<file path="config.mk">
export PLATFORM = sky130hd
export DESIGN_NAME = scan_sequencer
export DESIGN_NICKNAME = d
export VERILOG_FILES = /design/src/rtl/scan_sequencer.sv
export SDC_FILE = /design/constraint.sdc
export NUM_CORES = 1
export LEC_CHECK = 0
export CORE_MARGIN = 4
export CORE_UTILIZATION = 30
export CTS_CLUSTER_SIZE = 12
export DETAILED_ROUTE_END_ITERATION = 12
export HOLD_SLACK_MARGIN = 0.12
export PLACE_DENSITY = 0.57
export SETUP_SLACK_MARGIN = 0.2
export SYNTH_ARGS = -nofsm -noshare
export SYNTH_HDL_FRONTEND = slang
export SYNTH_SLANG_ARGS = --single-unit
</file>
<file path="constraint.sdc">
create_clock -name CLK -period 4.7 [get_ports CLK]
set_input_delay 0.94 -clock CLK [delete_from_list [all_inputs] [get_ports CLK]]
set_output_delay 0.94 -clock CLK [all_outputs]
set_load 0.1 [all_outputs]
</file>
<file path="src/rtl/scan_sequencer.sv">
// Multiplexed display scan sequencer driving a 74LS138-style address decoder.
// Each enabled digit gets a blanking gap (decoder disabled, address settling)
// followed by an active dwell; disabled digits are skipped circularly.
module scan_sequencer #(
  parameter int DIV_WIDTH    = 16,
  parameter int BLANK_CYCLES = 2
) (
  input  logic                 CLK,
  input  logic                 RST,
  input  logic                 EN,
  input  logic [DIV_WIDTH-1:0] DIV,
  input  logic [7:0]           MASK,
  output logic                 A0,
  output logic                 A1,
  output logic                 A2,
  output logic                 G1,
  output logic                 G2A,
  output logic                 G2B,
  output logic                 DIGIT_STROBE,
  output logic                 FRAME_DONE
);

  typedef enum logic [1:0] {
    IDLE,
    BLANK,
    ACTIVE
  } state_t;

  localparam logic [3:0] BLANK_LAST = 4'(BLANK_CYCLES - 1);

  state_t               state, state_n;
  logic [2:0]           addr, addr_n;
  logic [3:0]           bcnt, bcnt_n;
  logic [DIV_WIDTH-1:0] dcnt, dcnt_n;
  logic                 g1_n, strobe_n, frame_n;

  logic [2:0]           first_idx, next_idx, probe;
  logic                 first_ok, next_ok;

  assign {A2, A1, A0} = addr;

  // State, address, counters and all decoder/strobe outputs are registered here.
  always_ff @(posedge CLK or posedge RST) begin
    if (RST) begin
      state        <= IDLE;
      addr         <= '0;
      bcnt         <= '0;
      dcnt         <= '0;
      G1           <= 1'b0;
      G2A          <= 1'b1;
      G2B          <= 1'b1;
      DIGIT_STROBE <= 1'b0;
      FRAME_DONE   <= 1'b0;
    end else begin
      state        <= state_n;
      addr         <= addr_n;
      bcnt         <= bcnt_n;
      dcnt         <= dcnt_n;
      G1           <= g1_n;
      G2A          <= ~g1_n;
      G2B          <= ~g1_n;
      DIGIT_STROBE <= strobe_n;
      FRAME_DONE   <= frame_n;
    end
  end

  // Digit search: lowest set mask bit, and first set bit circularly after the
  // current digit (offset 8 lands back on the current digit itself).
  always_comb begin
    first_idx = '0;
    first_ok  = 1'b0;
    for (int unsigned i = 8; i > 0; i--) begin
      if (MASK[3'(i - 1)]) begin
        first_idx = 3'(i - 1);
        first_ok  = 1'b1;
      end
    end
    probe    = '0;
    next_idx = '0;
    next_ok  = 1'b0;
    for (int unsigned i = 1; i <= 8; i++) begin
      probe = addr + 3'(i);
      if (!next_ok && MASK[probe]) begin
        next_idx = probe;
        next_ok  = 1'b1;
      end
    end
  end

  // Next-state and next-output logic; outputs are computed one cycle ahead
  // so that every port comes straight from a flop.
  always_comb begin
    state_n  = state;
    addr_n   = addr;
    bcnt_n   = bcnt;
    dcnt_n   = dcnt;
    g1_n     = 1'b0;
    strobe_n = 1'b0;
    frame_n  = 1'b0;
    if (!EN) begin
      state_n = IDLE;
    end else begin
      case (state)
        IDLE: begin
          if (first_ok) begin
            state_n = BLANK;
            addr_n  = first_idx;
            bcnt_n  = BLANK_LAST;
          end
        end
        BLANK: begin
          if (bcnt == '0) begin
            state_n  = ACTIVE;
            g1_n     = 1'b1;
            strobe_n = 1'b1;
            dcnt_n   = DIV;
          end else begin
            bcnt_n = bcnt - 4'd1;
          end
        end
        ACTIVE: begin
          if (dcnt == '0) begin
            if (next_ok) begin
              state_n = BLANK;
              addr_n  = next_idx;
              bcnt_n  = BLANK_LAST;
              frame_n = (next_idx <= addr);
            end else begin
              state_n = IDLE;
            end
          end else begin
            g1_n   = 1'b1;
            dcnt_n = dcnt - 1'b1;
          end
        end
        default: state_n = IDLE;
      endcase
    end
  end

endmodule

</file>
==> results of run 1 <==
critical path: cells and delay by family:
family | cells | cell delay (ns)
adder cells (fa/ha/maj) | 1 | 0.30
AO/OA/AOI/OAI | 6 | 1.39
buffers and inverters | 1 | 0.66
AND/OR/NAND/NOR | 3 | 0.46
multiplexers | 2 | 0.45
routing by layer:
| metal | part of all wire | global-route usage |
|---|---|---|
| met3 | 0.052 | 0.0242 |
| met1 | 0.47 | 0.183 |
| met2 | 0.46 | 0.204 |
| met5 | 0 | 0 |
| met4 | 0.014 | 0.0323 |
placed cells by master (no fill, tap or decap), drive strengths merged, types with 3 or more instances in the layout:
cell type      instances
nand3                 12
nor2                  31
and2                   5
ha                    13
xnor2                  3
nor4                   4
a21oi                 31
clkdlybuf4s50         34
inv                   17
nand4                  3
o31ai                  3
mux2i                  9
nor2b                  3
a221o                  5
mux2                   8
nor3                   9
o21ai                 29
nand2                 45
clkbuf                 7
dfrtp                 28
mux4                  11
or3                    6
o22ai                  9
buf                    7
state kept, by name (all words and copies together) (netlist names):
name / cells
dcnt: 16
state: 2
DIGIT_STROBE: 1
G2B: 1
G1: 1
FRAME_DONE: 1
bcnt: 4
addr: 3
final timing paths:
kind                       slack [ns]  cells after the start              endpoint
min in group asynchronous        1.04                      3   dcnt[0]$_DFFE_PP0P_
max                              0.67                     13  FRAME_DONE$_DFF_PP0_
min reg2reg                      0.49                      2  dcnt[15]$_DFFE_PP0P_
max reg2reg                      0.76                     14  FRAME_DONE$_DFF_PP0_
max in group asynchronous        3.36                      3         G2B$_DFF_PP1_
min                              0.49                      2  dcnt[15]$_DFFE_PP0P_
cell type report:
class,count,area (µm²),share of cell area
multi-input cells,274,1890,0.570
clock inverters,1,5.00,0.00151
well taps,108,135,0.0407
repair buffers,41,393,0.118
flip-flops and latches,29,729,0.220
inverters,18,67.6,0.0204
clock buffers,7,96.3,0.0290
cell families (layout without fill, tap and decap cells):
family | count (synthesis) | in the layout | share of synthesized area
buf+inv | 39 | 67 | 0.0597
mux | 28 | 28 | 0.159
xor+xnor | 4 | 4 | 0.0126
compound gates | 101 | 101 | 0.229
flops | 29 | 29 | 0.261
simple gates | 128 | 128 | 0.220
fa+ha+maj | 13 | 13 | 0.0584
stage by stage:
stage                     area (µm²)  std cells  hold WS (ns)  setup WS, ns  utilization
after floorplan                 2790        342         0.449         0.405            -
after global placement          3220        470         0.470         0.492        0.362
after detailed placement        3220        470         0.482         0.379        0.362
after CTS                       3320        478         0.496         0.691        0.373
after global routing            3320        478         0.506         0.391        0.373
final                           3320        478         0.493         0.672        0.373
power by group through the flow:
stage          Combinational, µW  Sequential (µW)  Clock, µW
2_1_floorplan               1350              565          0
3_3_place_gp                1800              471          0
3_5_place_dp                1800              475          0
4_1_cts                     1810              472        232
5_1_grt                     2020              496        244
6_report                    1820              471        225
==> results.py, run 1 <==
metrics = {
    "die": {
        "die_w_um": 104,
        "row_count": 34,
        "start_util": 0.313,
        "core_um2": 8890,
        "die_area_um2": 10900,
        "chipHeight_um": 104,
        "num_io_pins": 35,
    },
    "setup_path": {
        "max_stage_delay_ns": 0.66,
        "cp_cell_sequence": "clkdlybuf4s50_1 > mux2i_1 > mux2_2 > a221oi_1 > or3_4 > a21oi_1 > a311oi_1 > nor2_1 > ha_1 > a21o_1 > a21oi_1 > a31oi_1 > nor3_1",
        "reg2reg_from": "addr[0]$_DFFE_PP0P_",
        "required_ns": 4.89,
        "startpoint": "MASK[6]",
        "end_kind": "flop",
        "arrival_ns": 4.22,
        "crit_type": "input pin to flop",
        "critical_path.max_fanout": 10,
        "cp_slowest_cell": "clkdlybuf4s50_1",
        "crit_path_frequent_cell": "a21oi_1",
        "critPathLaunchType": "input pin",
    },
    "power_and_ir_drop": {
        "power_frac_clock": 0.090,
        "report.power.total_uw": 2510,
        "p_int_uw": 1270,
        "ir_worst_vdd_mv": 0.231,
        "p_sw_frac": 0.497,
        "power.leakage_uw": 0.00132,
        "p_per_area_nw_per_um2": 757,
        "p_sw_uw": 1250,
        "combPwrFrac": 0.723,
        "sequentialPowerShare": 0.188,
    },
    "place": {
        "dp_hpwl_um": 5150,
        "place_congestion": 0.858,
        "portBuffers": 34,
    },
    "yosys": {
        "seq_area_frac_synth": 0.261,
        "synthCells": 342,
        "netlist_area_um2": 2790,
        "synth_top_cell_by_area": "dfrtp_1",
        "yosysWarnings": 0,
        "netlist-cell-type-count": 59,
        "ys_top_cells_by_count": "nand2_1, a21oi_1, nor2_1",
        "synth.most_common_cell": "nand2_1",
        "avgSynthCellArea_um2": 8.15,
        "synth_edf_count": 0,
        "yosysTopAreaCellShare": 0.251,
        "synth_async_sr_flop_share": 1.00,
        "yosys_register_bits": 29,
        "synthTopCellsByArea": "dfrtp_1, mux4_2, nand2_1",
        "ys.flop_type": "dfrtp_1",
        "synth_nets": 382,
    },
    "timing": {
        "fmax_mhz": 248,
        "setup_viol": 0,
        "post-route-min-period_ns": 4.03,
        "timing_hold_violations_final": 0,
        "rsz0062_at_grt": "false",
        "tns_ns": 0,
        "fin_skew_ns": 0.00293,
        "maxSlewViolCount": 0,
        "finalCritPeriodShare": 0.857,
        "worstMarginPinSlew_ns": 0.978,
        "relSlewSlack": 0.346,
    },
    "clocking": {
        "clock_sinks": 29,
        "cts_buffers": 5,
        "htreeDepth": 2,
        "clk_pin_slew_worst_paths_ns": 0.06,
        "cts_tree": "yes",
        "cts_buffer_depth": 2,
        "cts_root_buf": "clkbuf_8",
        "postCtsHoldBufs": 0,
        "post-cts-setup-buffers": 0,
        "clkLatencyLatePin_ns": 0.27,
        "cts_resized": 0,
    },
    "routing": {
        "avgViaCountPerCell": 5.55,
        "dr.pass1.iters": 4,
        "drt-total-wl_um": 6950,
        "routedWlPerCell_um": 14.5,
        "num_vias": 2654,
        "drt_iter0_markers": 172,
        "drc_errors": 0,
        "final_antenna_net_count": 0,
    },
    "cells_and_area": {
        "syn_to_final_growth_pct": 19.1,
        "fillerInstances": 877,
        "num-nets-final": 409,
        "drive_above_1_share": 0.119,
        "antennaDiodeCount": 0,
    },
    "grt": {
        "grt_pass1_vias": 2496,
        "grt_first_pass_wirelength_um": 12100,
        "overflow": 0,
        "grt_antenna_before_repair": 0,
        "grt_usage": 0.130,
        "grt_max_degree": 36,
    },
    "hold_path": {
        "min-delay-path-class": "flop to flop",
        "min_from": "dcnt[15]$_DFFE_PP0P_",
    },
    "job": {
        "max_cap_violations": 0,
    },
    "run_status": {
        "outcome": "complete, no violations",
    },
}
Power figures use the tool's default switching activity.
==> run 2: changes to the inputs <==
CTS_CLUSTER_SIZE = 10   (was 12)
==> results of run 2 <==
The final DEF is identical to that of run 1; final timing and power are the same.
==> run 3: changes to the inputs <==
ABC_AREA = 1   (was unset)
PLACE_DENSITY = 0.58   (was 0.57)
clock period = 4.4 ns   (was 4.7 ns; I/O delays follow)
==> run 3 against run 2 <==
Non-clock buffer count shrank 3. Combinational power rose by 8%. Synthesized cell count up 16%. Wire length is 5.2% lower. Highest routed layer unchanged.
==> results.py, run 3 <==
metrics = {
    "die": {
        "die_w_um": 103,
        "core_um2": 8720,
        "start_util": 0.310,
        "num_io_pins": 35,
        "row_count": 34,
        "chipHeight_um": 103,
        "die_area_um2": 10600,
    },
    "place": {
        "dp_hpwl_um": 5170,
        "place_congestion": 0.862,
        "placed_cells": 531,
        "portBuffers": 34,
    },
    "grt": {
        "grt_antenna_before_repair": 0,
        "grt_max_degree": 35,
        "grt_usage": 0.136,
        "grt_first_pass_wirelength_um": 11500,
        "overflow": 0,
        "grt_pass1_vias": 2538,
    },
    "yosys": {
        "netlist_area_um2": 2700,
        "seq_area_frac_synth": 0.269,
        "avgSynthCellArea_um2": 6.78,
        "yosysTopAreaCellShare": 0.259,
        "synth_edf_count": 0,
        "ys.flop_type": "dfrtp_1",
        "netlist-cell-type-count": 45,
        "synth_top_cell_by_area": "dfrtp_1",
        "synth_nets": 438,
        "yosysWarnings": 0,
        "synth.most_common_cell": "nand2_1",
        "synthTopCellsByArea": "dfrtp_1, nand2_1, inv_1",
        "yosys_register_bits": 29,
        "ys_top_cells_by_count": "nand2_1, inv_1, nor2_1",
        "synthCells": 398,
        "synth_async_sr_flop_share": 1.00,
    },
    "cells_and_area": {
        "top_regs": "dcnt (16), bcnt (4), addr (3)",
        "largest_register_ffs": 16,
        "largest_register": "dcnt",
        "finalNonFillerCells": 539,
        "mostFrequentLayoutCells": "nand2_1, inv_1, nor2_1",
        "drive_above_1_share": 0.111,
        "syn_to_final_growth_pct": 19.1,
        "final_common_cell": "nand2_1",
        "num-nets-final": 470,
        "antennaDiodeCount": 0,
    },
    "power_and_ir_drop": {
        "p_per_area_nw_per_um2": 840,
        "ir_worst_vdd_mv": 0.379,
        "power.leakage_uw": 0.00150,
    },
    "timing": {
        "finalCritPeriodShare": 0.748,
        "tns_ns": 0,
        "fmax_mhz": 304,
        "fin_skew_ns": 0.00561,
        "post-route-min-period_ns": 3.29,
        "maxSlewViolCount": 0,
        "worstMarginPinSlew_ns": 0.987,
        "timing_hold_violations_final": 0,
        "rsz0062_at_grt": "false",
        "relSlewSlack": 0.340,
        "setup_viol": 0,
    },
    "setup_path": {
        "required_ns": 4.55,
        "reg2reg_to": "FRAME_DONE$_DFF_PP0_",
        "reg2reg_depth": 17,
        "reg2reg_slack_ns": 1.13,
        "critical_path.max_fanout": 5,
        "reg2reg_from": "addr[1]$_DFFE_PP0P_",
        "arrival_ns": 3.44,
        "critPathLaunchType": "input pin",
        "crit_type": "input pin to flop",
        "end_kind": "flop",
    },
    "routing": {
        "drt-total-wl_um": 6590,
        "num_vias": 2615,
        "drc_errors": 0,
        "dr.pass1.iters": 4,
        "avgViaCountPerCell": 4.85,
        "routedWlPerCell_um": 12.2,
        "final_antenna_net_count": 0,
        "drt_iter0_markers": 93,
    },
    "clocking": {
        "cts_resized": 0,
        "post-cts-setup-buffers": 0,
        "cts_buffer_depth": 2,
        "cts_tree": "yes",
        "clk_pin_slew_worst_paths_ns": 0.06,
        "cts_buffers": 5,
        "clkLatencyLatePin_ns": 0.28,
        "htreeDepth": 2,
        "cts_root_buf": "clkbuf_8",
        "postCtsHoldBufs": 0,
        "clock_sinks": 29,
    },
    "hold_path": {
        "whs_endpoint": "dcnt[14]$_DFFE_PP0P_",
        "min-delay-path-class": "flop to flop",
        "hold_depth": 2,
        "min_from": "dcnt[14]$_DFFE_PP0P_",
    },
    "run_status": {
        "outcome": "complete, no violations",
    },
    "job": {
        "max_cap_violations": 0,
    },
}
run 3: routing by layer:
layer	global-route usage	vias to the layer above	wire length, µm	part of all wire
met3	0.0237	9	312	0.047
met5	0	-	0	0
met4	0.0398	0	89	0.013
li1	-	1368	-	-
met1	0.174	1184	3060	0.46
met2	0.234	54	3130	0.47
run 3: kinds of logic after synthesis:
group / after synthesis / share of synthesized area
and+or+nand+nor: 207 / 0.372
AOI/OAI and AO/OA: 72 / 0.154
buffers and inverters: 72 / 0.119
DFF: 29 / 0.269
adders and majority gates: 13 / 0.0602
xor gates and xnor gates: 5 / 0.0260
run 3: area by class of cell:
type,instances,area (µm²)
Clock buffer,7,96.3
Fill cell,910,5510
Multi-Input combinational cell,297,1650
Tap cell,108,135
Timing Repair Buffer,38,370
Inverter,59,230
Sequential cell,29,727
Clock inverter,1,5.00
run 3: report_power, final:
part	internal (µW)	switching, µW	total (µW)
logic	674	1300	1970
clock network	141	100	241
registers	381	106	486
total	1200	1510	2700
run 3: stage by stage:
| step | total power (µW) | cell area [µm²] | setup WS [ns] | hold WS [ns] | util |
|---|---|---|---|---|---|
| 2_1_floorplan | 2110 | 2700 | 0.748 | 0.465 | - |
| 3_3_place_gp | 2460 | 3110 | 0.874 | 0.491 | 0.357 |
| 3_5_place_dp | 2470 | 3110 | 0.845 | 0.503 | 0.357 |
| 4_1_cts | 2720 | 3220 | 1.13 | 0.520 | 0.369 |
| 5_1_grt | 3030 | 3220 | 0.784 | 0.547 | 0.369 |
| 6_report | 2700 | 3220 | 1.11 | 0.515 | 0.369 |
run 3: worst max-delay path by stage:
stage,start,end,depth (start not counted)
6_report,MASK[3],FRAME_DONE$_DFF_PP0_,16
5_1_grt,MASK[3],FRAME_DONE$_DFF_PP0_,16
4_1_cts,MASK[3],FRAME_DONE$_DFF_PP0_,16
3_5_place_dp,MASK[3],FRAME_DONE$_DFF_PP0_,16
3_3_place_gp,MASK[3],FRAME_DONE$_DFF_PP0_,16
2_1_floorplan,addr[1]$_DFFE_PP0P_,FRAME_DONE$_DFF_PP0_,19
run 3: worst max-delay path: stages:
cell             delay [ns]
clkdlybuf4s50_1        0.55
nand2_1                0.11
nand3_1                0.12
nand3_1                0.13
and2_2                 0.28
inv_1                  0.07
nor2_1                 0.06
nand3_1                0.06
nand3_1                0.07
nor2_1                 0.13
nand2_2                0.07
and2_1                 0.13
ha_1                   0.28
nand2_1                0.06
o21ai_0                0.06
a2111oi_0              0.36
